==> src/rtl/rr_bus_mux_pkg.sv <==
// Shared types and constants for the SLC-3 round-robin bus multiplexer.
package bus_mux_pkg;

   // Native word width of the SLC-3 datapath buses.
   localparam int BUS_WIDTH = 16;

   // Arbitration policy selected by the mode input.
   typedef enum logic {
      MODE_RR    = 1'b0,
      MODE_FIXED = 1'b1
   } mux_mode_e;

   // Index of the source after idx, wrapping from n-1 back to 0.
   function automatic int wrap_inc(input int idx, input int n);
      return (idx == n - 1) ? 0 : idx + 1;
   endfunction

endpackage

==> src/rtl/rr_bus_mux_if.sv <==
// Handshake bundle between NUM_IN producers, the multiplexer and one consumer.
interface rr_bus_mux_if
   import bus_mux_pkg::*;
#(
   parameter int WIDTH  = BUS_WIDTH,
   parameter int NUM_IN = 4,
   localparam int SEL_W = $clog2(NUM_IN)
);

   mux_mode_e                  mode;
   logic [NUM_IN-1:0]          in_valid;
   logic [NUM_IN*WIDTH-1:0]    in_data;
   logic [NUM_IN-1:0]          in_ready;
   logic                       out_valid;
   logic [WIDTH-1:0]           out_data;
   logic [SEL_W-1:0]           out_sel;
   logic                       out_ready;

   // Producer/consumer side: drives requests and the consumer ready.
   modport master (
      output mode, in_valid, in_data, out_ready,
      input  in_ready, out_valid, out_data, out_sel
   );

   // Multiplexer side.
   modport slave (
      input  mode, in_valid, in_data, out_ready,
      output in_ready, out_valid, out_data, out_sel
   );

endinterface

==> src/rtl/rr_bus_mux_arbiter.sv <==
// Combinational round-robin / fixed-priority arbiter over NUM_IN requests.
module rr_arbiter
   import bus_mux_pkg::*;
#(
   parameter int NUM_IN = 4,
   localparam int SEL_W = $clog2(NUM_IN)
) (
   input  logic [NUM_IN-1:0] req,
   input  mux_mode_e         mode,
   input  logic [SEL_W-1:0]  ptr,
   output logic [NUM_IN-1:0] grant_onehot,
   output logic [SEL_W-1:0]  grant_idx,
   output logic              any_grant
);

   // Scan from the start index (ptr or 0) and grant the first requester found.
   always_comb begin : scan
      int idx;
      // NOTE: every output gets a default first so no path leaves a latch behind.
      grant_onehot = '0;
      grant_idx    = '0;
      any_grant    = 1'b0;
      idx          = 0;
      for (int k = 0; k < NUM_IN; k++) begin
         idx = (mode == MODE_FIXED) ? k : int'(ptr) + k;
         if (idx >= NUM_IN) idx = idx - NUM_IN;
         if (!any_grant && req[idx]) begin
            any_grant         = 1'b1;
            grant_idx         = SEL_W'(idx);
            grant_onehot[idx] = 1'b1;
         end
      end
   end

endmodule

==> src/rtl/rr_bus_mux.sv <==
// Registered N:1 bus multiplexer: arbitrates among sources and holds the
// winning word with its source index until the consumer takes it.
module rr_bus_mux
   import bus_mux_pkg::*;
#(
   parameter int WIDTH  = BUS_WIDTH,
   parameter int NUM_IN = 4,
   localparam int SEL_W = $clog2(NUM_IN)
) (
   input logic         clk,
   input logic         reset,
   rr_bus_mux_if.slave bus
);

   logic [NUM_IN-1:0] grant_onehot;
   logic [SEL_W-1:0]  grant_idx;
   logic              any_grant;
   logic              load;

   logic [SEL_W-1:0]  ptr;
   logic              out_valid_q;
   logic [WIDTH-1:0]  out_data_q;
   logic [SEL_W-1:0]  out_sel_q;

   rr_arbiter #(.NUM_IN(NUM_IN)) u_arbiter (
      .req          (bus.in_valid),
      .mode         (bus.mode),
      .ptr          (ptr),
      .grant_onehot (grant_onehot),
      .grant_idx    (grant_idx),
      .any_grant    (any_grant)
   );

   // The output register can take a new word when empty or being drained this
   // cycle; draining and refilling together keeps throughput at one per cycle.
   assign load         = !reset && (!out_valid_q || bus.out_ready);
   assign bus.in_ready = load ? grant_onehot : '0;

   assign bus.out_valid = out_valid_q;
   assign bus.out_data  = out_data_q;
   assign bus.out_sel   = out_sel_q;

   // Output register and round-robin pointer; hold everything under backpressure.
   always_ff @(posedge clk) begin
      // NOTE: state registers use non-blocking assignments and all are reset,
      // so a word held at reset is discarded rather than replayed.
      if (reset) begin
         out_valid_q <= 1'b0;
         out_data_q  <= '0;
         out_sel_q   <= '0;
         ptr         <= '0;
      end else if (load) begin
         if (any_grant) begin
            out_valid_q <= 1'b1;
            out_data_q  <= bus.in_data[grant_idx*WIDTH +: WIDTH];
            out_sel_q   <= grant_idx;
            if (bus.mode == MODE_RR)
               ptr <= SEL_W'(wrap_inc(int'(grant_idx), NUM_IN));
         end else begin
            out_valid_q <= 1'b0;
         end
      end
   end

endmodule

==> src/flat_wrapper.sv <==
// flat-port wrapper written by rule: the top's interface ports become plain ports
module rr_bus_mux_flat import bus_mux_pkg::*;
#(
   parameter int WIDTH  = BUS_WIDTH,
   parameter int NUM_IN = 4,
   localparam int SEL_W = $clog2(NUM_IN)
)
  (clk, reset, bus_mode, bus_in_valid, bus_in_data, bus_out_ready, bus_in_ready, bus_out_valid, bus_out_data, bus_out_sel);
  rr_bus_mux_if #(.WIDTH(WIDTH), .NUM_IN(NUM_IN)) bus_i ();
  input logic clk;
  input logic reset;
  input wire logic [$bits(bus_i.mode)-1:0] bus_mode;
  input wire logic [$bits(bus_i.in_valid)-1:0] bus_in_valid;
  input wire logic [$bits(bus_i.in_data)-1:0] bus_in_data;
  input wire logic [$bits(bus_i.out_ready)-1:0] bus_out_ready;
  output wire logic [$bits(bus_i.in_ready)-1:0] bus_in_ready;
  output wire logic [$bits(bus_i.out_valid)-1:0] bus_out_valid;
  output wire logic [$bits(bus_i.out_data)-1:0] bus_out_data;
  output wire logic [$bits(bus_i.out_sel)-1:0] bus_out_sel;
  assign bus_i.mode = bus_mode;
  assign bus_i.in_valid = bus_in_valid;
  assign bus_i.in_data = bus_in_data;
  assign bus_i.out_ready = bus_out_ready;
  assign bus_in_ready = bus_i.in_ready;
  assign bus_out_valid = bus_i.out_valid;
  assign bus_out_data = bus_i.out_data;
  assign bus_out_sel = bus_i.out_sel;
  rr_bus_mux #(.WIDTH(WIDTH), .NUM_IN(NUM_IN)) u_core (.clk(clk), .reset(reset), .bus(bus_i));
endmodule
==> config.mk <==
export PLATFORM = sky130hd
export DESIGN_NAME = rr_bus_mux_flat
export DESIGN_NICKNAME = d
export VERILOG_FILES = /design/src/rtl/rr_bus_mux_pkg.sv /design/src/rtl/rr_bus_mux_if.sv /design/src/rtl/rr_bus_mux_arbiter.sv /design/src/rtl/rr_bus_mux.sv /design/src/flat_wrapper.sv
export SDC_FILE = /design/constraint.sdc
export NUM_CORES = 1
export LEC_CHECK = 0
export ABC_AREA = 1
export CAP_MARGIN = 20
export CELL_PAD_IN_SITES_DETAIL_PLACEMENT = 0
export CELL_PAD_IN_SITES_GLOBAL_PLACEMENT = 2
export CORE_MARGIN = 2
export CORE_UTILIZATION = 21
export DETAILED_ROUTE_END_ITERATION = 10
export GPL_TIMING_DRIVEN = 0
export HOLD_SLACK_MARGIN = 0.08
export PLACE_DENSITY = 0.9
export SYNTH_ARGS = -nofsm -noshare
export SYNTH_HDL_FRONTEND = slang
export SYNTH_HIERARCHICAL = 1
export SYNTH_SLANG_ARGS = --single-unit
==> constraint.sdc <==
create_clock -name clk -period 5.5 [get_ports clk]
set_clock_uncertainty 0.2 [all_clocks]
set_input_delay 0.825 -clock clk [delete_from_list [all_inputs] [get_ports clk]]
set_output_delay 0.825 -clock clk [all_outputs]
set_load 0.02 [all_outputs]
# Yosys cells after proc, flatten, opt, wreduce, memory -nomap -nowiden
# Index checks and enable logic that the tools add are counted.
dict set report word_totals {
  elab_cells 89
  register_bits 21
}
dict set report classes {
  n_reduce_logical 16
  n_lt_le_gt_ge 12
  n_shift 1
  n_bitwise 4
  n_addsub 8
  eq_ne 1
  mux 43
}
# cell count
set op_table {}
lappend op_table {{$ge A32 B1 Y1 const B} 4}
lappend op_table {{$lt A32 B4 Y1 const B} 4}
lappend op_table {{$mux W32} 4}
lappend op_table {{$shiftx A64 B7 Y16} 1}
lappend op_table {{$mux W4} 5}
lappend op_table {{$mux W1} 17}
lappend op_table {{$mux W2} 6}
lappend op_table {{$or A4 B4 Y4} 3}
lappend op_table {{$sub A3 B3 Y4 const B} 3}
lappend op_table {{$ge A3 B3 Y1 const B} 3}
lappend op_table {{$mux W3} 3}
lappend op_table {{$bmux W1 S2} 4}
lappend op_table {{$demux W1 S2} 4}
lappend op_table {{$logic_and A1 B1 Y1} 8}
lappend op_table {{$add A2 B2 Y3 const B} 2}
lappend op_table {{$logic_not A1 Y1} 5}
lappend op_table {{$sub A2 B3 Y4 const B} 1}
lappend op_table {{$add A2 B1 Y3 const B} 1}
lappend op_table {{$ge A2 B3 Y1 const B} 1}
lappend op_table {{$reduce_and A3 Y1} 1}
lappend op_table {{$add A2 B1 Y2 const B} 1}
lappend op_table {{$eq A2 B1 Y1 const B} 1}
lappend op_table {{$reduce_and A2 Y1} 1}
lappend op_table {{$logic_or A1 B1 Y1} 1}
lappend op_table {{$not A1 Y1} 1}

# Longest topological paths before layout
dict set report logic_depth {
  word_depth 18
  mapped_depth 19
}

# Modules after synthesis
# Netlist, hierarchy kept.
# module area_each_um2 seq_area_each_um2 n_inst cells_per_inst
set by_module_without_submodules {}
lappend by_module_without_submodules {rr_bus_mux 1456.4 420.4 1 262}
lappend by_module_without_submodules {rr_arbiter 544.3 0.0 1 103}

# Least setup slack after synthesis
# No wires, ideal clock.
dict set report synth_timing {
  path_type {input to output}
  from {input bus_mode}
  to {output bus_in_ready[0]}
  arrival_time_ns 1.977
  t_required_ns 4.475
  path_slack_ns 2.498
  path_stages 12
  path_cell_list {inv_4 nand2_4 buf_6 nand2_2 nand2_1 nand2_2 nand2_4 nor2_8 nand4_1 nand2_1 inv_1 nor2_1}
}
dict set report synth_between {
  elab_chain_len 17
  elab_cells_between_ends 65
}
# element line
set synth_rtl {}
lappend synth_rtl {{start, declared} flat_wrapper.sv:12} ;# input wire logic [$bits(bus_i.mode)-1:0] bus_mode;
lappend synth_rtl {{parallel branches: the longest is 15 deep, another holds $ge A32 B1 Y1} --}
lappend synth_rtl {{$mux W4 *} rr_bus_mux_arbiter.sv:27} ;# if (!any_grant && req[idx]) begin
lappend synth_rtl {{net u_core.grant_onehot[0]} rr_bus_mux.sv:15} ;# logic [NUM_IN-1:0] grant_onehot;
lappend synth_rtl {{$mux W4 *} rr_bus_mux.sv:37} ;# assign bus.in_ready = load ? grant_onehot : '0;
lappend synth_rtl {{end, declared} flat_wrapper.sv:16} ;# output wire logic [$bits(bus_i.in_ready)-1:0] bus_in_ready;
# Mark *: on every way through the listed nets, which the timed path passes. The select of a mux whose other input is x is not followed.

# Worst setup path after layout
# Same ends and word-level chain as after synthesis.

==> reports/metrics.csv <==
stage,metric,value,unit
outcome,status,"complete, no violations",
min_path,Hold Path Class,reg -> reg,
detailed_routing,Via-to-Cell Ratio,4.15,
clocking,clk slew on worst S/H paths,0.08,ns
final_layout,diode count,0,
timing,Final Hold Viols,0,
yosys,Yosys warnings,6,
clocking,Resized cells post-CTS,0,
yosys,most common cell in the netlist,nand2_1,
yosys,Seq cells post-synth,21,
pwr,Max IR drop VDD,0.0971,mV
pwr,power density over cell area,215,nW/µm²
worst_setup_path,"Largest delay share family, worst path",buffers and inverters,
global_route,pin count of the biggest net entering global routing,13,
worst_setup_path,Worst path max stage delay,0.61,ns
place,IO Port Bufs,94,
worst_setup_path,WS Path Type,in -> out,
worst_setup_path,r2r setup slk,2.91,ns
clocking,CTS root buf,clkbuf_8,
worst_setup_path,number of stages on the worst setup path,13,
yosys,"Avg Cell Area, Syn",5.48,µm²
place,global placement routability congestion,0.795,
timing,post-route setup TNS,0,ns
timing,Slew headroom,71.2,%
floorplan,die width,102,µm
final_layout,layout cells sized above 1,11.2,%
clocking,"Clk Latency, worst-skew pair",0.26,ns
floorplan,row count,35,
yosys,"top cells by count, synth","nand2_1 (154), nor2_1 (56), nand3_1 (44), inv_1 (29), dfxtp_1 (21)",
timing,Final period util,75.0,%
timing,Final Max Slew Viols,0,
worst_setup_path,critical path startpoint category,input pin,
yosys,share of the synthesized area in the top cell type,28.9,%
clocking,clk buf depth,2,
worst_setup_path,Worst path slowest cell,clkdlybuf4s50_1,
worst_setup_path,CP Max Fanout,10,
global_route,initial antenna violation count,0,
place,placed cell count,588,
yosys,synth top area cells,"nand2_1 (29%), dfxtp_1 (21%), nand3_1 (11%)",
worst_setup_path,crit path capture type,output pin,
pwr,Leak,1.54,nW
worst_setup_path,Worst EP arrival,3.10,ns
final_layout,# nets final,537,
flow_run,max_cap viols,0,
detailed_routing,post-route ant nets,0,
floorplan,DIE AREA,10300,µm²
floorplan,die height,102,µm
final_layout,Area growth syn-to-layout,57.4,%
floorplan,count of boundary I/O pins,95,
global_route,vias in the first global route,2370,
detailed_routing,DRT iter0 DRCs,65,
yosys,Cells after Synth,365,
global_route,Total GRT Usage,13.3,%
clocking,Hold Buf Count CTS,0,
yosys,Most used DFF post-synth,dfxtp_1,
yosys,sequential share of the synthesized area,21.0,%
final_layout,Non-Filler Instances,592,
clocking,clk sinks,21,
yosys,Post-synth EDFFs,0,
worst_setup_path,R2R depth,12,
clocking,post-CTS setup buffers,0,
global_route,GRT overflow,0,
place,Post-DP HPWL,5.41,mm
worst_setup_path,critical path data required time,4.47,ns
detailed_routing,DR DRC count,0,
yosys,post-synth top area cell,nand2_1,
detailed_routing,Routed WL,6.72,mm
yosys,syn_nets,438,
yosys,fraction of registers with async set/reset,0,%
floorplan,CORE AREA,9240,µm²
floorplan,Initial Util,21.7,%
timing,Achievable Freq,242,MHz
timing,# setup viols final,0,
yosys,post-synth cell types,27,
place,"Cell Area, Placed",3100,µm²
detailed_routing,TritonRoute pass-1 iters,4,
detailed_routing,via count,2457,
timing,RSZ-0062 raised after global routing,false,
detailed_routing,WL per Instance,11.4,µm
place,"worst slack, placed",1.37,ns
worst_setup_path,worst path cell trace,clkdlybuf4s50_1 > inv_4 > nand2_4 > buf_6 > nand2_1 > nand3_1 > nand2_1 > inv_1 > nand4_1 > nand2_1 > inv_1 > nor2_1 > clkdlybuf4s50_1,
clocking,CTS tree,yes,
clocking,total CTS buffers,3,
worst_setup_path,"most used cell, CP",nand2_1,
worst_setup_path,Buf/Inv on CP,6,
final_layout,fin area,3150,µm²
global_route,global-route wire length before repair,11.1,mm
clocking,# H-tree levels,1,
timing,min cycle time layout,4.13,ns
yosys,synthesized cell area,2000,µm²
timing,worst setup margin,1.37,ns
min_path,hold depth,2,
timing,worst slew pin tran,0.432,ns
==> worst register-to-register path, delay by kind of cell (launching register included) <==
kind | cells | cell delay, ns
buffers and inverters | 4 | 0.63
flip-flops | 1 | 0.47
AND/OR/NAND/NOR | 8 | 1.20
==> path summary, 6_finish.rpt <==
| path | from | to |
|---|---|---|
| setup / recovery | bus_mode | bus_in_ready[0] |
| hold / removal | u_core/bus.out_data[1] | u_core/bus.out_data[1] |
| setup reg to reg | u_core/ptr[1] | u_core/bus.out_data[7] |
| hold reg to reg | u_core/bus.out_data[1] | u_core/bus.out_data[1] |
==> flip-flops by register name, summed over array words and instances, names as in the netlist <==
register              cells
u_core/ptr                2
u_core/bus.out_data      16
u_core/bus.out_sel        2
u_core/bus.out_valid      1
==> kinds of logic after synthesis <==
logic type               Yosys count  share of synthesized area [%]
flip-flops                        21                           21.0
buffers and inverters             50                           12.0
adder cells (fa/ha/maj)            1                          0.625
AND/OR/NAND/NOR                  287                           64.5
AO/OA/AOI/OAI                      6                           1.88
==> layout make-up <==
type / count / area [µm²]
fillers: 1044 / 6090
multi-input cells: 294 / 1340
repair buffers: 94 / 941
flip-flops and latches: 21 / 420
well taps: 129 / 161
inverters: 35 / 136
plain buffers: 15 / 104
clock buffers: 3 / 41.3
clock inverters: 1 / 5.00
==> stage by stage <==
stage	total power, mW	hold slack [ns]	util [%]
CTS	0.689	0.276	34.1
global route	0.735	0.302	34.1
global placement	0.581	0.262	33.6
finish	0.677	0.270	34.1
detailed placement	0.582	0.262	33.6
floorplan	0.419	0.322	-
==> cells in the final DEF (no fill, tap or decap), types with 2 or more instances in the layout <==
master             n
buf_2              8
buf_4              3
buf_6              2
clkbuf_8           3
clkdlybuf4s50_1   94
dfxtp_1           21
inv_1             29
inv_2              4
inv_4              2
nand2_1          154
nand2_2           13
nand2_4            4
nand3_1           44
nand3_2            2
nand3b_1           2
nand4_1            5
nor2_1            56
nor2_2             2
nor2_8             2
o21ai_1            2
o21ai_2            2
==> layer usage <==
metal / vias up / wire [µm] / track usage [%]
met2: 61 / 3150 / 22.6
met4: 0 / 46 / 2.81
met1: 1074 / 3150 / 17.4
li1: 1318 / - / -
met3: 4 / 379 / 2.42
met5: - / 0 / 0
==> where the power goes <==
| part | internal [mW] | total (mW) | switching [mW] | leakage [nW] |
|---|---|---|---|---|
| Sequential | 0.181 | 0.198 | 0.0167 | 0.176 |
| Combinational | 0.169 | 0.377 | 0.208 | 1.34 |
| Clock | 0.0504 | 0.102 | 0.0520 | 0.0255 |
| Total | 0.400 | 0.677 | 0.277 | 1.54 |
No activity file was read; power rests on OpenSTA's default activity.
